==> src/rtl/axi_read_arbiter.sv <==
`default_nettype none
// ============================================================================
// Module   : axi_read_arbiter
// Brief    : Round-robin AXI4 read arbiter between I-cache and D-cache, one
//            burst outstanding at a time, registered AR and pass-through R.
// Revision : 1.0 - initial release
// ============================================================================
module axi_read_arbiter #(
    parameter logic [3:0] ID_I = 4'd0,
    parameter logic [3:0] ID_D = 4'd1
) (
    input  logic        clk,
    input  logic        rst,

    input  logic [31:0] i_araddr,
    input  logic [7:0]  i_arlen,
    input  logic [2:0]  i_arsize,
    input  logic        i_arvalid,
    output logic        i_arready,
    output logic [31:0] i_rdata,
    output logic        i_rlast,
    output logic        i_rvalid,
    input  logic        i_rready,

    input  logic [31:0] d_araddr,
    input  logic [7:0]  d_arlen,
    input  logic [2:0]  d_arsize,
    input  logic        d_arvalid,
    output logic        d_arready,
    output logic [31:0] d_rdata,
    output logic        d_rlast,
    output logic        d_rvalid,
    input  logic        d_rready,

    output logic [3:0]  m_arid,
    output logic [31:0] m_araddr,
    output logic [7:0]  m_arlen,
    output logic [2:0]  m_arsize,
    output logic [1:0]  m_arburst,
    output logic        m_arvalid,
    input  logic        m_arready,
    input  logic [31:0] m_rdata,
    input  logic        m_rlast,
    input  logic        m_rvalid,
    output logic        m_rready
);

    typedef enum logic [1:0] {
        S_IDLE = 2'd0,
        S_ADDR = 2'd1,
        S_DATA = 2'd2
    } state_t;

    localparam logic [1:0] c_BURST_INCR = 2'b01;

    state_t      r_state;
    logic        r_grant;
    logic        r_last;
    logic [3:0]  r_arid;
    logic [31:0] r_araddr;
    logic [7:0]  r_arlen;
    logic [2:0]  r_arsize;
    logic        r_arvalid;

    logic w_req;
    logic w_pick;
    logic w_in_addr;
    logic w_in_data;

    assign w_req     = i_arvalid | d_arvalid;
    // On a tie the side that was not served last wins; otherwise the lone requester.
    assign w_pick    = (i_arvalid & d_arvalid) ? ~r_last : d_arvalid;
    assign w_in_addr = (r_state == S_ADDR);
    assign w_in_data = (r_state == S_DATA);

    always_ff @(posedge clk) begin
        if (rst) begin
            r_state   <= S_IDLE;
            r_grant   <= 1'b0;
            r_last    <= 1'b1;
            r_arid    <= ID_I;
            r_araddr  <= 32'd0;
            r_arlen   <= 8'd0;
            r_arsize  <= 3'd0;
            r_arvalid <= 1'b0;
        end else begin
            case (r_state)
                S_IDLE: begin
                    if (w_req) begin
                        r_grant   <= w_pick;
                        r_last    <= w_pick;
                        r_arid    <= w_pick ? ID_D : ID_I;
                        r_araddr  <= w_pick ? d_araddr : i_araddr;
                        r_arlen   <= w_pick ? d_arlen  : i_arlen;
                        r_arsize  <= w_pick ? d_arsize : i_arsize;
                        r_arvalid <= 1'b1;
                        r_state   <= S_ADDR;
                    end
                end
                S_ADDR: begin
                    if (r_arvalid & m_arready) begin
                        r_arvalid <= 1'b0;
                        r_state   <= S_DATA;
                    end
                end
                S_DATA: begin
                    if (m_rvalid & m_rready & m_rlast) begin
                        r_state <= S_IDLE;
                    end
                end
                default: begin
                    r_state   <= S_IDLE;
                    r_arvalid <= 1'b0;
                end
            endcase
        end
    end

    assign m_arid    = r_arid;
    assign m_araddr  = r_araddr;
    assign m_arlen   = r_arlen;
    assign m_arsize  = r_arsize;
    assign m_arburst = c_BURST_INCR;
    assign m_arvalid = r_arvalid;

    assign i_arready = w_in_addr & ~r_grant & m_arready;
    assign d_arready = w_in_addr &  r_grant & m_arready;

    // R path is purely combinational so beats see no added latency.
    assign m_rready  = w_in_data & (r_grant ? d_rready : i_rready);
    assign i_rvalid  = w_in_data & ~r_grant & m_rvalid;
    assign d_rvalid  = w_in_data &  r_grant & m_rvalid;
    assign i_rdata   = m_rdata;
    assign d_rdata   = m_rdata;
    assign i_rlast   = m_rlast;
    assign d_rlast   = m_rlast;

endmodule
`default_nettype wire

==> config.mk <==
export PLATFORM = sky130hd
export DESIGN_NAME = axi_read_arbiter
export DESIGN_NICKNAME = d
export VERILOG_FILES = /design/src/rtl/axi_read_arbiter.sv
export SDC_FILE = /design/constraint.sdc
export NUM_CORES = 1
export LEC_CHECK = 0
export BUFFER_PORTS_ARGS = -buffer_cell sky130_fd_sc_hd__buf_2
export CORE_AREA = 3 3 95 97
export CTS_CLUSTER_SIZE = 25
export DETAILED_ROUTE_END_ITERATION = 12
export DIE_AREA = 0 0 98 100
export HOLD_SLACK_MARGIN = 0.06
export MAX_ROUTING_LAYER = met4
export PLACE_DENSITY = 0.72
export SLEW_MARGIN = 10
export SYNTH_ARGS = -nofsm -noshare
export SYNTH_HDL_FRONTEND = slang
export SYNTH_SLANG_ARGS = --single-unit
==> constraint.sdc <==
create_clock -name clk -period 1.49 [get_ports clk]
set_input_delay 0.298 -clock clk [delete_from_list [all_inputs] [get_ports clk]]
set_output_delay 0.298 -clock clk [all_outputs]
set_load 0.05 [all_outputs]
==> flow_summary.json, run 1 <==
{
  "synthCells": 354,
  "grt_max_degree": 49,
  "buffer_ports.inserted": 146,
  "die_w_um": 98,
  "place_area_sq_mm": 0.00336,
  "clock_sinks": 48,
  "drt_wl_total_um": 8420,
  "clk_latency_ps": 300,
  "critical-path-slowest-cell": "dfxtp_4",
  "fin_setup_tns_ps": -68.6,
  "syn-cell-area_sq_mm": 0.00303,
  "fill_cells": 832,
  "rows": 33,
  "antenna_left": 0,
  "peakVddDrop_v": 0.000388,
  "start_util_pct": 36.8,
  "maxCapViolations": 0,
  "worst_slack_ps": -25.7,
  "wl_per_cell_um": 15.9,
  "viasPerCell": 5.02,
  "grt_pass1_wl_um": 13500,
  "clockRootBuffer": "clkbuf_8",
  "yosys.area_share.simple_pct": 13.9,
  "hold_ws_ps": 262,
  "synth_area_leader_cell": "dfxtp_1",
  "place_congestion": 0.752,
  "antenna_found_initial": 0,
  "synth_xor_area_share_pct": 0,
  "max-slew-margin-rel_pct": 66.6,
  "min_to": "m_arlen[6]",
  "synthMuxAreaShare_pct": 0.331,
  "areaGrowthSynthToFinish_pct": 16.9,
  "cts_tree": "yes",
  "vias": 2657,
  "hold_buffers": 0,
  "drive_above_1_share_pct": 53.3,
  "final_area_sq_mm": 0.00354,
  "die_area_sq_mm": 0.00980,
  "path_cells": "nor2b_4 > nand2_2 > nor2_2 > buf_6",
  "ys_seq_elements": 48,
  "fp.coreArea_sq_mm": 0.00822,
  "synth_compound_area_share_pct": 30.3,
  "cp_max_fo": 4,
  "hp-start": "i_arlen[6]",
  "hp-class": "in -> reg",
  "r2r_start": "r_state[0]",
  "required_ps": 1190,
  "drc": 0,
  "violations": "setup timing",
  "synth_top_family_by_area": "compound AO/OA/AOI/OAI gates",
  "status": "complete, but fails checks",
  "htreeDepth": 2,
  "cpPeakStageDelay_ps": 380,
  "place_hpwl_um": 6030,
  "ys_warn_count": 0,
  "firstDrtPassIters": 4,
  "worst_slew_pin_slew_ps": 501,
  "design_power_total_mw": 3.92,
  "p_per_area_mw_per_mm2": 1110,
  "dr.first_iter.drc_count": 93,
  "hold_depth": 3,
  "synth_top_area_share_pct": 31.7,
  "period_share_pct": 102,
  "rr_endpoint": "r_last",
  "synth_cell_types": 24,
  "crit_path_start_kind": "flip-flop",
  "cts_made_buffers": 5,
  "clk_path_buf_depth": 2,
  "critPathKind": "reg -> out",
  "die_h_um": 100,
  "n_antenna_cell": 0,
  "grt-ovfl-total": 0,
  "ff2ff_setup_slack_ps": 120,
  "rr_worst_depth": 5,
  "fin_skew_ps": 14.2,
  "ios": 248,
  "rsz0062_at_grt": "yes",
  "min_period_ps": 1520,
  "avgSynthCellArea_sq_um": 8.55,
  "synthTopCellsByArea": "dfxtp_1 (32%), a311oi_2 (20%), buf_4 (18%)",
  "p_leak_nw": 1.61,
  "synth_seq_area_share_pct": 31.7,
  "fmax_mhz": 660,
  "drv_slew": 0,
  "critPathCaptureType": "output port",
  "finalCoreUtilization_pct": 43.1,
  "num-nets-final": 550,
  "crit_arrival_ps": 1220,
  "grt_pass1_vias": 2742,
  "setup_viol": 5,
  "hold_violations": 0,
  "synth_fa_ha_area_share_pct": 0,
  "clkSlewWorstSetupHoldPaths_ps": 100,
  "grt_use_total_pct": 17.2
}
[synthesized netlist by cell type]
| cell | n |
|---|---|
| a21oi_1 | 46 |
| a211oi_1 | 1 |
| mux2i_1 | 1 |
| clkbuf_1 | 6 |
| a21boi_2 | 1 |
| nand3_1 | 1 |
| buf_4 | 74 |
| nand2b_1 | 1 |
| buf_2 | 17 |
| or2_1 | 1 |
| a311oi_2 | 40 |
| a21bo_2 | 2 |
| a221o_1 | 1 |
| nor2_1 | 4 |
| and2_1 | 1 |
| and3_1 | 2 |
| conb_1 | 2 |
| nand2_1 | 92 |
| buf_6 | 4 |
| a22oi_1 | 1 |
| a311oi_1 | 3 |
| dfxtp_1 | 48 |
| nor2b_1 | 4 |
| o21ai_0 | 1 |
[logic make-up (layout without fill, tap and decap cells)]
kind of cell    after synthesis  count (layout)
compound gates               96              96
mux                           1               1
flops                        48              48
buf+inv                     101             168
other cells                   2               5
simple gates                106             106
[critical path, delay by kind of cell, from the launching register on]
family / cells / cell delay [ps]
AND/OR/NAND/NOR: 3 / 370
flip-flops: 1 / 380
buffers and inverters: 1 / 170
[layout make-up]
type | count | area [sq um] | area share [%]
Sequential cell | 48 | 972 | 27.5
Multi-Input combinational cell | 208 | 1420 | 40.2
Clock buffer | 5 | 68.8 | 1.94
Tap cell | 105 | 131 | 3.71
Clock inverter | 3 | 18.8 | 0.530
Timing Repair Buffer | 160 | 925 | 26.1
[stage by stage]
step,setup WS (ps),std cells
2_1_floorplan,136,357
3_3_place_gp,45.6,520
3_5_place_dp,6.05,520
4_1_cts,-21.0,529
5_1_grt,-83.3,529
6_report,-25.7,529
[worst max-delay path by stage]
stage | start | end | slack, ps | cells after the start
finish | r_state[0] | i_arready | -30 | 4
global route | r_state[0] | i_arready | -80 | 4
CTS | r_state[0] | d_arready | -20 | 3
detailed placement | d_arvalid | m_araddr[20] | 6 | 5
global placement | d_arvalid | r_grant | 50 | 5
floorplan | r_state[0] | i_arready | 140 | 3
[state kept, by name (all words and copies together) (netlist names)]
name / count
r_state: 2
m_araddr: 32
m_arvalid: 1
r_grant: 1
r_last: 1
m_arlen: 8
m_arsize: 3
[power by group]
part,switching [mW],internal [mW],total [mW]
Clock,0.440,0.328,0.768
Sequential,0.0859,1.44,1.52
Combinational,1.11,0.509,1.62
[cells in the final DEF (no fill, tap or decap), drive strengths merged]
| cell | instances |
|---|---|
| buf | 160 |
| nand2 | 92 |
| dfxtp | 48 |
| a21oi | 46 |
| a311oi | 43 |
| conb | 5 |
| clkbuf | 5 |
| nor2b | 4 |
| nor2 | 4 |
| clkinv | 3 |
| and3 | 2 |
| a21bo | 2 |
| mux2i | 1 |
| or2 | 1 |
| and2 | 1 |
| a21boi | 1 |
| a22oi | 1 |
| nand3 | 1 |
| o21ai | 1 |
| a221o | 1 |
| nand2b | 1 |
| a211oi | 1 |
[metal layers]
metal	vias up	part of all wire (%)	track usage, %
met5	-	0	-
met4	0	1.1	4.58
met3	8	8.3	4.52
met2	134	52	30.3
met1	1227	39	19.5
li1	1288	-	-
[repair_timing]
| item | in CTS | in global routing |
|---|---|---|
| setup endpoints to repair | 5 | 5 |
| pin swaps | 3 | 2 |
| gates resized for setup | 24 | 2 |
| buffers inserted | 1 | 0 |
(Power assumes the default switching activity.)
==> inputs of run 2 (changes only) <==
Settings changed: PLACE_DENSITY 0.72 to 0.76, SKIP_CTS_REPAIR_TIMING set to 1, TNS_END_PERCENT set to 10.
==> run 2 against run 1 <==
  * The flow still finishes with violations (setup timing)
  * Register-to-register slack about the same
  * Clock skew is 8.6 ps lower
  * Critical path depth shrank 1
  * Via count rose by 0.56%
  * Wire length shrank 2.3%
  * Highest routed layer unchanged
  * Final cell count is 0.19% higher
  * Total power grew 0.32%
  * Die area stayed put
  * Sequential power about the same
  * Largest cell class unchanged
  * Fmax is 1.5% higher
  * Core utilization grew 0.64 points
==> flow_summary.json, run 2 (synthesized netlist as in run 1, its figures left out) <==
{
  "cts_made_buffers": 5,
  "htreeDepth": 2,
  "dp_cells": 520,
  "start_util_pct": 36.8,
  "stdcell_count": 530,
  "largest_reg_flops": 32,
  "period_share_pct": 100,
  "clk_path_buf_depth": 2,
  "vias": 2672,
  "clk_latency_ps": 290,
  "rr_worst_depth": 5,
  "hold_violations": 0,
  "hold_ws_ps": 263,
  "grt_pass1_vias": 2581,
  "min_to": "m_arlen[5]",
  "ios": 248,
  "fp.coreArea_sq_mm": 0.00822,
  "grt_max_degree": 48,
  "drv_slew": 0,
  "hp-class": "in -> reg",
  "min_period_ps": 1490,
  "areaGrowthSynthToFinish_pct": 18.7,
  "crit_arrival_ps": 1190,
  "peakVddDrop_v": 0.000342,
  "fmax_mhz": 670,
  "drt_wl_total_um": 8230,
  "place_hpwl_um": 6270,
  "final_cell_mix": "buf_2 (141), nand2_1 (92), a21oi_1 (46)",
  "drive_above_1_share_pct": 52.7,
  "p_per_area_mw_per_mm2": 1090,
  "crit_path_start_kind": "flip-flop",
  "grt_pass1_wl_um": 12800,
  "num-nets-final": 552,
  "setup_viol": 1,
  "die_h_um": 100,
  "violations": "setup timing",
  "p_leak_nw": 1.63,
  "die_area_sq_mm": 0.00980,
  "maxCapViolations": 0,
  "fin_skew_ps": 5.63,
  "rows": 33,
  "cp_max_fo": 4,
  "firstDrtPassIters": 4,
  "critPathCaptureType": "output port",
  "cts_tree": "yes",
  "worst_slack_ps": -2.96,
  "antenna_left": 0,
  "n_antenna_cell": 0,
  "buffer_ports.inserted": 146,
  "place_congestion": 0.794,
  "wl_per_cell_um": 15.5,
  "fin_setup_tns_ps": -2.96,
  "clockRootBuffer": "clkbuf_8",
  "grt_use_total_pct": 16.3,
  "layout_commonest_cell": "buf_2",
  "r2r_start": "r_state[1]",
  "hold_depth": 3,
  "ff2ff_setup_slack_ps": 110,
  "design_power_total_mw": 3.93,
  "viasPerCell": 5.04,
  "clkSlewWorstSetupHoldPaths_ps": 90,
  "rr_endpoint": "m_arlen[6]",
  "die_w_um": 98,
  "hp-start": "i_arlen[5]",
  "antenna_found_initial": 0,
  "drc": 0,
  "rsz0062_at_grt": "yes",
  "required_ps": 1190,
  "grt-ovfl-total": 0,
  "status": "complete, but fails checks",
  "critPathKind": "reg -> out",
  "clock_sinks": 48,
  "dr.first_iter.drc_count": 88
}
==> run 2: metrics by stage <==
stage	util (%)	setup slack [ps]	instance area [sq um]
after floorplan	-	-70.4	3040
after global placement	41.5	58.1	3410
after detailed placement	41.5	20.5	3410
after CTS	42.4	-257	3490
after global routing	43.7	-61.3	3590
final	43.7	-2.96	3590
==> run 2: worst max-delay path, stage by stage (launching register included) <==
cell     delay, ps
dfxtp_4        380
nor2b_4        170
and3_4         200
buf_8          140
==> run 2: layout make-up <==
class	count	area [sq um]
Multi-Input combinational cell	208	1430
Fill cell	811	4620
Clock buffer	6	72.6
Tap cell	105	131
Sequential cell	48	972
Clock inverter	1	5.00
Timing Repair Buffer	162	986
==> run 2: worst max-delay path by stage <==
stage                from  slack, ps  cells after the start    endpoint
2_1_floorplan  r_state[1]        -70                      2    m_rready
3_3_place_gp    d_arvalid         60                      5  m_arlen[5]
3_5_place_dp    d_arvalid         20                      5  m_arlen[5]
4_1_cts        r_state[0]       -260                      3   d_arready
5_1_grt        r_state[0]        -60                      3   d_arready
6_report       r_state[0]         -3                      3   d_arready
==> run 2: layer usage <==
layer	global-route usage (%)	routed length (um)	vias up
li1	-	-	1298
met1	18.4	3170	1219
met2	28.5	4240	144
met3	4.79	730	11
met4	3.73	93	0
met5	-	0	-
==> run 2: power by group <==
group / total, mW / switching, mW / leakage, nW / internal (mW)
logic: 1.65 / 1.12 / 1.19 / 0.538
clock network: 0.746 / 0.425 / 0.0410 / 0.320
registers: 1.53 / 0.0889 / 0.401 / 1.44
